$ cat config.mk
export PLATFORM = sky130hd
export DESIGN_NAME = collision_scorer
export DESIGN_NICKNAME = d
export VERILOG_FILES = /design/src/rtl/flappy_pkg.sv /design/src/rtl/bcd_counter2.sv /design/src/rtl/collision_scorer.sv
export SDC_FILE = /design/constraint.sdc
export NUM_CORES = 1
export LEC_CHECK = 0
export ABC_CLOCK_PERIOD_IN_PS = 3300
export CAP_MARGIN = 30
export CORE_AREA = 2 2 209 211
export CTS_CLUSTER_DIAMETER = 60
export DETAILED_ROUTE_END_ITERATION = 10
export DIE_AREA = 0 0 211 213
export GPL_TIMING_DRIVEN = 0
export PLACE_DENSITY = 0.49
export SYNTH_ARGS = -nofsm -noshare
export SYNTH_HDL_FRONTEND = slang
export SYNTH_SLANG_ARGS = --single-unit
$ cat constraint.sdc
create_clock -name clk -period 3.3 [get_ports clk]
set_input_delay 0.495 -clock clk [delete_from_list [all_inputs] [get_ports clk]]
set_output_delay 0.495 -clock clk [all_outputs]
set_load 0.1 [all_outputs]
$ cat src/rtl/flappy_pkg.sv
// Shared types and constants for the flappy-bird game slice.
// Contents:
//   BOARD_DIM    - board edge length in cells (16)
//   board_t      - 16x16 cell board indexed [row][col]; row 0 is the top, 1 = pipe
//   game_state_t - game FSM states IDLE / PLAY / OVER
package flappy_pkg;

    localparam int unsigned BOARD_DIM = 16;

    typedef logic [BOARD_DIM-1:0][BOARD_DIM-1:0] board_t;

    typedef enum logic [1:0] {
        IDLE = 2'd0,
        PLAY = 2'd1,
        OVER = 2'd2
    } game_state_t;

endpackage

$ cat src/rtl/bcd_counter2.sv
// Two-digit BCD counter that saturates at 99.
// Ports:
//   clk   - clock, rising edge
//   rst   - synchronous active-high reset, clears the count to 00
//   clear - synchronous clear to 00
//   inc   - add one in BCD; a ones digit of 9 carries into the tens digit; holds at 99
//   q     - current count {tens, ones}
module bcd_counter2 (
    input  logic       clk,
    input  logic       rst,
    input  logic       clear,
    input  logic       inc,
    output logic [7:0] q
);

    logic [7:0] r_q;

    always_ff @(posedge clk) begin
        if (rst || clear) begin
            r_q <= '0;
        end else if (inc && (r_q != 8'h99)) begin
            if (r_q[3:0] == 4'd9) begin
                r_q <= {r_q[7:4] + 4'd1, 4'd0};
            end else begin
                r_q[3:0] <= r_q[3:0] + 4'd1;
            end
        end
    end

    assign q = r_q;

endmodule

$ cat src/rtl/collision_scorer.sv
// Collision detection, pipe-pass scoring and frame compositing for the game.
// Parameters:
//   BIRD_COL  - board column (0..15) occupied by the bird
//   FLOOR_ROW - a bird_row at or above this value hits the floor
// Ports:
//   clk            - clock, rising edge
//   rst            - synchronous active-high reset
//   tick           - one-cycle strobe: shifted_green holds a newly shifted board
//   start          - one-cycle start/restart request (ignored while playing)
//   shifted_green  - pipe board [row][col], 1 = pipe
//   bird_row       - bird's current row
//   frame          - registered board with the bird pixel forced on
//   game_over      - registered, high in OVER
//   playing        - registered, high in PLAY
//   score_bcd      - registered two-digit BCD score
//   high_score_bcd - registered two-digit BCD best score
// Build option:
//   HIGH_SCORE_EN  - when defined, keeps the best score across games until rst;
//                    otherwise high_score_bcd is tied to 00.
module collision_scorer
    import flappy_pkg::*;
#(
    parameter int unsigned BIRD_COL  = 3,
    parameter int unsigned FLOOR_ROW = 15
) (
    input  logic                                clk,
    input  logic                                rst,
    input  logic                                tick,
    input  logic                                start,
    input  logic [BOARD_DIM-1:0][BOARD_DIM-1:0] shifted_green,
    input  logic [3:0]                          bird_row,
    output logic [BOARD_DIM-1:0][BOARD_DIM-1:0] frame,
    output logic                                game_over,
    output logic                                playing,
    output logic [7:0]                          score_bcd,
    output logic [7:0]                          high_score_bcd
);

    localparam logic [3:0] COL       = 4'(BIRD_COL);
    localparam logic [4:0] FLOOR_LIM = 5'(FLOOR_ROW);

    game_state_t r_state;
    game_state_t w_next;
    board_t      r_frame;
    board_t      w_frame;
    logic        r_game_over;
    logic        r_playing;
    logic        r_col_busy;
    logic        w_col_or;
    logic        w_hit;
    logic        w_score_clear;
    logic        w_score_inc;
    logic [7:0]  w_score;

    // Column occupancy at the bird's column and the collision condition.
    always_comb begin
        w_col_or = 1'b0;
        for (int unsigned r = 0; r < BOARD_DIM; r++) begin
            w_col_or = w_col_or | shifted_green[r[3:0]][COL];
        end
        w_hit = shifted_green[bird_row][COL] || ({1'b0, bird_row} >= FLOOR_LIM);
    end

    always_comb begin
        w_frame                = shifted_green;
        w_frame[bird_row][COL] = 1'b1;
    end

    // State register.
    always_ff @(posedge clk) begin
        if (rst) begin
            r_state <= IDLE;
        end else begin
            r_state <= w_next;
        end
    end

    // Next state and score control; a collision on a pass tick wins and suppresses the increment.
    always_comb begin
        w_next        = r_state;
        w_score_clear = 1'b0;
        w_score_inc   = 1'b0;
        case (r_state)
            IDLE: begin
                if (start) begin
                    w_next        = PLAY;
                    w_score_clear = 1'b1;
                end
            end
            PLAY: begin
                if (tick) begin
                    if (w_hit) begin
                        w_next = OVER;
                    end else if (r_col_busy && !w_col_or) begin
                        w_score_inc = 1'b1;
                    end
                end
            end
            OVER: begin
                if (start) begin
                    w_next = IDLE;
                end
            end
            default: w_next = IDLE;
        endcase
    end

    // Status flags are registered from the next state so they track r_state exactly.
    always_ff @(posedge clk) begin
        if (rst) begin
            r_frame     <= '0;
            r_game_over <= 1'b0;
            r_playing   <= 1'b0;
            r_col_busy  <= 1'b0;
        end else begin
            r_frame     <= w_frame;
            r_game_over <= (w_next == OVER);
            r_playing   <= (w_next == PLAY);
            if (tick) begin
                r_col_busy <= w_col_or;
            end
        end
    end

    bcd_counter2 u_score (
        .clk   (clk),
        .rst   (rst),
        .clear (w_score_clear),
        .inc   (w_score_inc),
        .q     (w_score)
    );

`ifdef HIGH_SCORE_EN
    logic [7:0] r_high;
    logic       w_to_over;

    assign w_to_over = (r_state == PLAY) && (w_next == OVER);

    // BCD digits order the same as binary, so a plain compare suffices.
    always_ff @(posedge clk) begin
        if (rst) begin
            r_high <= '0;
        end else if (w_to_over && (w_score > r_high)) begin
            r_high <= w_score;
        end
    end

    assign high_score_bcd = r_high;
`else
    assign high_score_bcd = '0;
`endif

    assign frame     = r_frame;
    assign game_over = r_game_over;
    assign playing   = r_playing;
    assign score_bcd = w_score;

endmodule

==> reports/qor.log, run 1 <==
[setup_path] worst flop-to-flop path endpoint u_score.q[7]$_SDFFE_PP0P_
[synthesis] count of different cell masters after synthesis 44
[sta] Setup TNS Final 0 ns
[clock_tree] # clock sinks 269
[setup_path] dominant delay contributor by cell family on the critical path buffers and inverters
[setup_path] worst-path maximum fanout 7
[cells_and_area] layout cell share with drive strength beyond 1 0.09063
[setup_path] count of buffer and inverter cells on the critical path 1
[clock_tree] Num CTS Buffers 37
[clock_tree] CTS root buffer clkbuf_16
[synthesis] top cell type by total area after synthesis dfxtp_1
[grt] initial antenna violation count 3
[synthesis] leading cell type by number of instances after synthesis dfxtp_1
[synthesis] top cells by count, synth dfxtp_1 (269), nor2b_1 (244), clkbuf_1 (32)
[synthesis] most area-consuming cells after synthesis dfxtp_1 (68%), nor2b_1 (19%), clkbuf_1 (1.5%), a21oi_1 (1.2%), nor2_1 (1.1%)
[detailed_routing] initial detailed-routing violation count 173
[cells_and_area] number of filler cells placed in the layout 4,177
[power] peak supply drop 0.3338 mV
[sta] final slew viol count 0
[synthesis] mapped cell area 7898 µm²
[cells_and_area] Final nets 1,553
[grt] overflow left after global routing 0
[synthesis] most frequently used flop master after synthesis dfxtp_1
[clock_tree] clock network latency to the later pin of the worst-skew pair 0.53 ns
[clock_tree] clock transition at the register clock pins on the worst setup and hold paths after CTS 0.05 ns
[detailed_routing] vias after detailed routing 6,945
[synthesis] EDFF count, synth 0
[worst_hold_path] Hold Path Cell Cnt 2
[detailed_routing] post-detailed-route DRC marker count 0
[setup_path] Worst Reg2Reg Path Length in Cells 7
[synthesis] part of the Yosys area used for sequential elements 0.6819
[grt] Overall Global Routing Usage 0.1336
[setup_path] category of the worst setup path launch point register
[synthesis] proportion of netlist area held by the largest area contributor 0.6819
[detailed_routing] number of vias per cell 3.734
[clock_tree] hold buffers post-CTS 0
[synthesis] total of warnings raised by yosys 0
[clock_tree] Clock Tree Buf Depth 3
[worst_hold_path] worst min path class input pin to register
[floorplanning] area of the core 42,700 µm²
[place] port bufs 527
[setup_path] Worst Setup Path Type register to output port
[grt] vias in the first global route 7,141
[place] HPWL after DPL 25,100 µm
[floorplanning] height of the die 213 µm
[sta] max_slew headroom 0.3126
[outcome] run status finished, final reports clean
[power] LEAKAGE 6.135 nW
[floorplanning] width of the die 211 µm
[floorplanning] starting density of the core 0.1850
[place] number of instances in the placed design 1,794
[setup_path] max incr delay on CP 1.20 ns
[floorplanning] die footprint 44,940 µm²
[sta] final hold violations 0
[sta] Tcrit/Tclk final 0.8102
[synthesis] post-synthesis area per instance 11.67 µm²
[setup_path] Data required, critical path 2.80 ns
[sta] clock skew after layout 0.02027 ns
[sta] transition time of the tightest slew-check pin 1.028 ns
[place] placer's final routability congestion estimate 0.7480
[synthesis] post-synthesis sequential element count 269
[worst_hold_path] Hold Path Sink frame[110]$_SDFF_PP0_
[clock_tree] total of cells resized after clock tree synthesis 0
[detailed_routing] length of the first detailed-routing pass in iterations 5
[detailed_routing] drt wl/cell 16.75 µm
[clock_tree] CTS H-Tree Depth 2
[setup_path] CP max stage cell clkdlybuf4s50_1
[clock_tree] CTS tree yes
[setup_path] worst path cell trace clkdlybuf4s50_1
[worst_hold_path] min-delay src rst
[floorplanning] Placement Rows 76
[sta] unrepaired setup endpoints after global routing no
[cells_and_area] Layout Cells excl Fill 1,860
[sta] post-layout min period 2.674 ns
[flow_run] total of max-cap violations 0
[setup_path] worst flop-to-flop path startpoint u_score.q[5]$_SDFFE_PP0P_
[synthesis] post-synthesis instance total 677
[power] ratio of total power to cell area 603.3 nW/µm²
[detailed_routing] antenna violation net count after detailed routing 0
[setup_path] register-to-register path setup slack 1.03 ns
[sta] max frequency 374.0 MHz
[grt] largest net degree at the start of global routing 13
[detailed_routing] final routed wirelength across all metal layers 31,160 µm
[setup_path] critical path data arrival time 2.18 ns
[cells_and_area] area grow syn2layout 103.9%
[grt] first-pass GRT wire length 44,010 µm
[floorplanning] I/O pins 538
[synthesis] ys async rst share 0
[setup_path] kind of capture point of the worst setup path output port
[sta] final-report setup violation count 0
[clock_tree] post-CTS setup-driven buffer insertion count 0
## layer usage
metal	global-route usage	up-vias	part of all wire
met3	0.06722	48	0.12
met4	0.05367	0	0.027
met5	0	-	0
met1	0.1378	3144	0.36
li1	-	3366	-
met2	0.2304	387	0.49
## stage by stage
step	hold slack, ns	util	area, µm²	total power [mW]	setup slack [ns]
6_report	0.2342	0.3771	16100	9.715	0.6262
5_1_grt	0.2164	0.3771	16100	10.10	0.5663
4_1_cts	0.1965	0.3771	16100	9.905	0.5776
3_5_place_dp	0.4810	0.3490	14900	5.911	0.2699
3_3_place_gp	0.4690	0.3251	13880	5.756	0.3329
2_1_floorplan	0.4639	-	7924	5.010	0.5057
## placed cells by master, fill, tap and decap left out, types with 3 or more instances in the layout
cell,Yosys,layout
nand2_1,4,4
or4_1,3,3
clkbuf_8,1,9
nor2_1,24,24
dfxtp_1,269,269
inv_1,6,6
nor2b_1,244,244
clkbuf_16,0,37
buf_16,0,37
inv_8,0,3
o31ai_1,4,4
a21oi_1,19,19
clkdlybuf4s50_1,0,527
clkinv_2,0,3
inv_6,0,5
nor4_1,4,4
clkbuf_1,32,38
nand2b_1,4,4
a31oi_1,6,6
buf_4,9,9
conb_1,1,8
o22ai_1,3,3
nand3_1,5,5
## flip-flops by register name (all words and copies together) (netlist names)
name,cells
frame,256
u_score.q,8
r_state,2
game_over,1
playing,1
r_col_busy,1
## logic make-up after synthesis
kind of cell	synth area share
mux	0.01157
other cells	0.0004748
simple gates	0.2362
flops	0.6819
compound gates	0.03707
buf+inv	0.02963
fa+ha+maj	0.003168
## power by group
| part | switching [mW] | leakage [nW] | internal [mW] |
|---|---|---|---|
| Sequential | 0.0471 | 2.24 | 3.42 |
| Combinational | 1.58 | 3.30 | 0.772 |
| Clock | 1.54 | 0.595 | 2.35 |
| Total | 3.17 | 6.14 | 6.55 |
## area by class of cell
class,count,area (µm²),area share
diodes,1,2.502,0.0001554
plain buffers,44,211.5,0.01313
clock buffers,51,1059,0.06574
clock inverters,14,140.1,0.008703
inverters,6,22.52,0.001399
multi-input cells,365,2305,0.1431
flip-flops and latches,269,5385,0.3344
well taps,546,683.2,0.04243
repair buffers,564,6294,0.3909
## worst max path at each step
stage / from / endpoint / slack (ns) / cells past startpoint
global placement: bird_row[3] / u_score.q[7]$_SDFFE_PP0P_ / 0.33 / 8
finish: u_score.q[2]$_SDFFE_PP0P_ / score_bcd[2] / 0.63 / 1
detailed placement: bird_row[3] / u_score.q[7]$_SDFFE_PP0P_ / 0.27 / 8
CTS: u_score.q[1]$_SDFFE_PP0P_ / score_bcd[1] / 0.58 / 1
floorplan: u_score.q[5]$_SDFFE_PP0P_ / u_score.q[4]$_SDFFE_PP0P_ / 0.51 / 7
global route: u_score.q[3]$_SDFFE_PP0P_ / score_bcd[3] / 0.57 / 1
Power figures use the tool's default switching activity.
==> run 2: changes to the inputs <==
--- a/config.mk
+++ b/config.mk
@@ -5,14 +5,14 @@
 export SDC_FILE = /design/constraint.sdc
 export NUM_CORES = 1
 export LEC_CHECK = 0
-export ABC_CLOCK_PERIOD_IN_PS = 3300
+export ABC_CLOCK_PERIOD_IN_PS = 2540
 export CAP_MARGIN = 30
-export CORE_AREA = 2 2 209 211
+export CORE_AREA = 2 2 211 213
 export CTS_CLUSTER_DIAMETER = 60
 export DETAILED_ROUTE_END_ITERATION = 10
-export DIE_AREA = 0 0 211 213
+export DIE_AREA = 0 0 213 215
 export GPL_TIMING_DRIVEN = 0
-export PLACE_DENSITY = 0.49
+export PLACE_DENSITY = 0.48
 export SYNTH_ARGS = -nofsm -noshare
 export SYNTH_HDL_FRONTEND = slang
 export SYNTH_SLANG_ARGS = --single-unit
==> constraint.sdc (replaced) <==
create_clock -name clk -period 2.54 [get_ports clk]
set_input_delay 0.381 -clock clk [delete_from_list [all_inputs] [get_ports clk]]
set_output_delay 0.381 -clock clk [all_outputs]
set_load 0.1 [all_outputs]
==> run 2 against run 1 <==
Compared with the run above:
- global-route usage decreased by 0.43 points
- die area up 1.9%
- sequential power up 30%
- power grew 31%
- cell count increased by 2.4%
- worst hold slack lost 0.13 ns
- worst setup slack got worse by 0.56 ns
- largest power group unchanged
- via count is 0.49% lower
- register-to-register slack got worse by 0.72 ns
==> reports/qor.log, run 2 (synthesis gave the netlist of run 1 again) <==
[place] total placed instance area 14,860 µm²
[sta] max frequency 404.3 MHz
[floorplanning] Placement Rows 77
[sta] transition time of the tightest slew-check pin 1.044 ns
[setup_path] worst path cell trace clkdlybuf4s50_1
[power] switching share of total power 0.3227
[power] part of the total power dissipated in combinational logic 0.239
[place] HPWL after DPL 24,290 µm
[sta] final hold violations 0
[clock_tree] Num CTS Buffers 37
[floorplanning] I/O pins 538
[worst_hold_path] worst min path class input pin to register
[floorplanning] die footprint 45,800 µm²
[detailed_routing] final routed wirelength across all metal layers 30,280 µm
[sta] final slew viol count 0
[cells_and_area] most frequent cells in the layout clkdlybuf4s50_1 (524), dfxtp_1 (265), nor2b_1 (244), clkbuf_1 (37), clkbuf_16 (37)
[detailed_routing] post-detailed-route DRC marker count 0
[floorplanning] area of the core 43,640 µm²
[sta] Tcrit/Tclk final 0.9739
[sta] max_slew headroom 0.3016
[floorplanning] starting density of the core 0.1810
[flow_run] total of max-cap violations 0
[power] Net Sw Power 4.117 mW
[detailed_routing] length of the first detailed-routing pass in iterations 4
[grt] Overall Global Routing Usage 0.1293
[sta] unrepaired setup endpoints after global routing no
[cells_and_area] layout cell share with drive strength beyond 1 0.09306
[clock_tree] CTS tree yes
[power] peak supply drop 0.5475 mV
[setup_path] dominant delay contributor by cell family on the critical path buffers and inverters
[clock_tree] CTS root buffer clkbuf_16
[power] clock network power share 0.408
[cells_and_area] leading cell type in the layout, fill and taps excluded clkdlybuf4s50_1
[setup_path] kind of capture point of the worst setup path output port
[outcome] run status finished, final reports clean
[setup_path] category of the worst setup path launch point register
[clock_tree] clock transition at the register clock pins on the worst setup and hold paths after CTS 0.06 ns
[setup_path] critical path data arrival time 2.09 ns
[power] LEAKAGE 6.155 nW
[cells_and_area] number of flip-flops in the largest register 256
[grt] overflow left after global routing 0
[place] port bufs 527
[power] ratio of total power to cell area 788.2 nW/µm²
[floorplanning] height of the die 215 µm
[setup_path] worst-path maximum fanout 6
[power] internal power 8.641 mW
[sta] clock skew after layout 0.008168 ns
[setup_path] Data required, critical path 2.16 ns
[cells_and_area] final std cell area, no fill 16,190 µm²
[setup_path] count of buffer and inverter cells on the critical path 1
[setup_path] max incr delay on CP 1.18 ns
[clock_tree] clock network latency to the later pin of the worst-skew pair 0.53 ns
[grt] initial antenna violation count 2
[grt] vias in the first global route 7,252
[clock_tree] Clock Tree Buf Depth 3
[clock_tree] hold buffers post-CTS 0
[cells_and_area] Final nets 1,553
[clock_tree] CTS H-Tree Depth 2
[cells_and_area] area grow syn2layout 104.9%
[place] placer's final routability congestion estimate 0.7756
[setup_path] CP max stage cell clkdlybuf4s50_1
[detailed_routing] initial detailed-routing violation count 152
[power] fraction of power consumed by sequential logic 0.353
[sta] post-layout min period 2.474 ns
[sta] final-report setup violation count 0
[grt] first-pass GRT wire length 43,900 µm
[power] Tot Pwr 12.76 mW
[detailed_routing] number of vias per cell 3.630
[grt] largest net degree at the start of global routing 13
[detailed_routing] antenna violation net count after detailed routing 0
[clock_tree] # clock sinks 269
[detailed_routing] drt wl/cell 15.90 µm
[detailed_routing] vias after detailed routing 6,911
[setup_path] Worst Setup Path Type register to output port
[floorplanning] width of the die 213 µm
run 2: final cells by class:
type,instances,area [µm²]
well taps,592,740.7
clock buffers,48,1027
diodes,1,2.502
repair buffers,564,6274
clock inverters,15,212.7
fillers,4358,27460
flip-flops and latches,269,5390
inverters,6,22.52
multi-input cells,365,2305
plain buffers,44,211.5
run 2: power groups by stage:
stage / combinational [mW] / sequential, mW / clock, mW
floorplan: 0.311 / 6.20 / 0
global placement: 2.88 / 4.59 / 0
detailed placement: 3.05 / 4.60 / 0
CTS: 3.06 / 4.51 / 5.41
global route: 3.15 / 4.53 / 5.59
finish: 3.05 / 4.51 / 5.21
run 2: path summary, 6_finish.rpt:
kind / startpoint / endpoint / slack, ns / depth (start not counted)
worst max-delay path: u_score.q[4]$_SDFFE_PP0P_ / score_bcd[4] / 0.07 / 1
worst min-delay path: rst / frame[110]$_SDFF_PP0_ / 0.10 / 2
worst max register to register: u_score.q[5]$_SDFFE_PP0P_ / u_score.q[5]$_SDFFE_PP0P_ / 0.31 / 7
worst min register to register: u_score.q[7]$_SDFFE_PP0P_ / u_score.q[7]$_SDFFE_PP0P_ / 0.48 / 2
run 2: timing repair:
action                                  in CTS  in global routing
setup buffers                                0                  0
gates resized for setup                      3                  0
endpoints found under the setup margin       3                  0
run 2: routing by layer:
metal | share of wire | track usage | wire (µm) | up-vias
met5 | 0.00046 | 0 | 14 | -
met4 | 0.025 | 0.04359 | 754 | 2
met3 | 0.12 | 0.06518 | 3711 | 52
met2 | 0.48 | 0.2203 | 14470 | 364
met1 | 0.37 | 0.1372 | 11330 | 3119
li1 | - | - | - | 3374
run 2: per-stage QoR:
stage / utilization / hold WS [ns] / worst slack, ns / setup TNS [ns] / cells
finish: 0.3709 / 0.1034 / 0.06629 / 0 / 1904
global route: 0.3708 / 0.07987 / 0.005050 / 0 / 1903
CTS: 0.3689 / 0.06252 / 0.01336 / 0 / 1900
detailed placement: 0.3406 / 0.4789 / -0.3271 / -2.190 / 1837
global placement: 0.3195 / 0.4700 / -0.2765 / -1.857 / 1803
floorplan: - / 0.4639 / 0.08618 / 0 / 684
==> run 3: changes to the inputs <==
--- a/config.mk
+++ b/config.mk
@@ -9,9 +9,11 @@
 export CAP_MARGIN = 30
 export CORE_AREA = 2 2 211 213
 export CTS_CLUSTER_DIAMETER = 60
+export CTS_CLUSTER_SIZE = 30
 export DETAILED_ROUTE_END_ITERATION = 10
 export DIE_AREA = 0 0 213 215
 export GPL_TIMING_DRIVEN = 0
+export HOLD_SLACK_MARGIN = 0.06
 export PLACE_DENSITY = 0.48
 export SYNTH_ARGS = -nofsm -noshare
 export SYNTH_HDL_FRONTEND = slang
==> run 3 against run 2 <==
Compared with the run above:
- cell count shrank 0.53%
- non-clock buffer count rose by 1
- design area decreased by 0.97%
- register-to-register slack barely moved
- combinational power about the same
- critical endpoint is now frame[100]
- highest routed layer unchanged
==> reports/qor.log, run 3 (synthesis gave the netlist of run 1 again) <==
[outcome] run status finished, final reports clean
[cells_and_area] layout cell share with drive strength beyond 1 0.08986
[floorplanning] Placement Rows 77
[worst_hold_path] worst min path class input pin to register
[sta] Setup TNS Final 0 ns
[place] port bufs 527
[setup_path] worst-path maximum fanout 1
[worst_hold_path] min-delay src bird_row[2]
[clock_tree] clock network latency to the later pin of the worst-skew pair 0.57 ns
[setup_path] worst path cell trace clkdlybuf4s50_1
[clock_tree] # clock sinks 269
[setup_path] CP max stage cell clkdlybuf4s50_1
[cells_and_area] Inserted Diodes 0
[setup_path] Data required, critical path 2.16 ns
[power] peak supply drop 0.6287 mV
[detailed_routing] final routed wirelength across all metal layers 30,100 µm
[detailed_routing] initial detailed-routing violation count 164
[sta] post-layout min period 2.471 ns
[sta] transition time of the tightest slew-check pin 1.043 ns
[sta] final hold violations 0
[place] total placed instance area 14,860 µm²
[setup_path] kind of capture point of the worst setup path output port
[cells_and_area] final std cell area, no fill 16,030 µm²
[grt] Overall Global Routing Usage 0.1264
[floorplanning] height of the die 215 µm
[power] Tot Pwr 12.21 mW
[grt] largest net degree at the start of global routing 23
[cells_and_area] Final nets 1,546
[floorplanning] die footprint 45,800 µm²
[floorplanning] I/O pins 538
[detailed_routing] vias after detailed routing 6,861
[sta] clock skew after layout 0.01902 ns
[setup_path] register-to-register path setup slack 0.31 ns
[floorplanning] width of the die 213 µm
[setup_path] max incr delay on CP 1.15 ns
[floorplanning] area of the core 43,640 µm²
[grt] initial antenna violation count 2
[clock_tree] CTS root buffer clkbuf_16
[floorplanning] starting density of the core 0.1810
[detailed_routing] length of the first detailed-routing pass in iterations 5
[sta] final-report setup violation count 0
[sta] Tcrit/Tclk final 0.9729
[cells_and_area] number of flip-flops in the largest register 256
[clock_tree] Clock Tree Buf Depth 3
[clock_tree] clock transition at the register clock pins on the worst setup and hold paths after CTS 0.07 ns
[detailed_routing] antenna violation net count after detailed routing 0
[grt] first-pass GRT wire length 43,470 µm
[detailed_routing] post-detailed-route DRC marker count 0
[sta] max_slew headroom 0.3025
[place] HPWL after DPL 24,290 µm
[setup_path] dominant delay contributor by cell family on the critical path buffers and inverters
[clock_tree] Num CTS Buffers 29
[place] placer's final routability congestion estimate 0.7756
[clock_tree] CTS H-Tree Depth 1
[setup_path] worst flop-to-flop path startpoint u_score.q[5]$_SDFFE_PP0P_
[sta] final slew viol count 0
[grt] overflow left after global routing 0
[cells_and_area] area grow syn2layout 103.0%
[clock_tree] CTS tree yes
[setup_path] count of buffer and inverter cells on the critical path 1
[power] ratio of total power to cell area 761.7 nW/µm²
[power] LEAKAGE 6.107 nW
[flow_run] total of max-cap violations 0
[place] worst slack, placed -0.3271 ns
[setup_path] Worst Setup Path Type register to output port
[detailed_routing] number of vias per cell 3.622
[cells_and_area] leading cell type in the layout, fill and taps excluded clkdlybuf4s50_1
[sta] unrepaired setup endpoints after global routing no
[setup_path] category of the worst setup path launch point register
[sta] PnR worst setup slack 0.06874 ns
[cells_and_area] most frequent cells in the layout clkdlybuf4s50_1 (520), dfxtp_1 (265), nor2b_1 (244), buf_16 (36), clkbuf_1 (32)
[setup_path] Setup crit start frame[100]$_SDFF_PP0_
[sta] max frequency 404.7 MHz
[detailed_routing] drt wl/cell 15.89 µm
[setup_path] critical path data arrival time 2.09 ns
[cells_and_area] Util after Layout 0.3673
[cells_and_area] number of filler cells placed in the layout 4,359
[grt] vias in the first global route 7,151
run 3: area by class of cell:
class / count / area [µm²] / area share
clock inverter: 24 / 351.6 / 0.02193
clock buffer: 29 / 725.7 / 0.04527
tap: 592 / 740.7 / 0.04621
inverter: 6 / 22.52 / 0.001405
sequential: 269 / 5390 / 0.3363
multi-input combinational: 365 / 2305 / 0.1438
timing repair buffer: 565 / 6282 / 0.3919
buffer: 44 / 211.5 / 0.01319
run 3: per-stage QoR:
| step | cells | hold WS, ns |
|---|---|---|
| after detailed placement | 1837 | 0.4789 |
| after floorplan | 684 | 0.4639 |
| after CTS | 1891 | 0.2650 |
| after global routing | 1894 | 0.3152 |
| final | 1894 | 0.3069 |
| after global placement | 1803 | 0.4700 |
run 3: final timing paths:
| path | end | cells past startpoint |
|---|---|---|
| hold / removal | frame[227]$_SDFF_PP0_ | 3 |
| setup reg to reg | u_score.q[5]$_SDFFE_PP0P_ | 7 |
| setup / recovery | frame[100] | 1 |
| hold reg to reg | u_score.q[7]$_SDFFE_PP0P_ | 2 |
run 3: worst min-delay path, stage by stage:
cell	delay, ns
clkbuf_1	0.21
a31oi_1	0.19
nor2_1	0.04
run 3: per-layer routing:
| metal | wire length, µm | vias to the layer above | track usage |
|---|---|---|---|
| li1 | - | 3359 | - |
| met1 | 11280 | 3109 | 0.1373 |
| met2 | 14520 | 345 | 0.2206 |
| met3 | 3549 | 44 | 0.05772 |
| met4 | 723 | 4 | 0.03263 |
| met5 | 22 | - | 0 |
run 3: repair_timing:
| item | in CTS | in global routing |
|---|---|---|
| resized for setup | 6 | 1 |
| hold endpoints to repair | 1 | 0 |
| setup endpoints to repair | 6 | 1 |
| hold buffers | 1 | 0 |
| buffers inserted | 0 | 0 |
run 3: report_power, final:
| group | switching (mW) | total, mW | internal, mW |
|---|---|---|---|
| combinational | 2.05 | 3.05 | 0.998 |
| sequential | 0.0603 | 4.50 | 4.44 |
| clock | 2.18 | 4.66 | 2.49 |
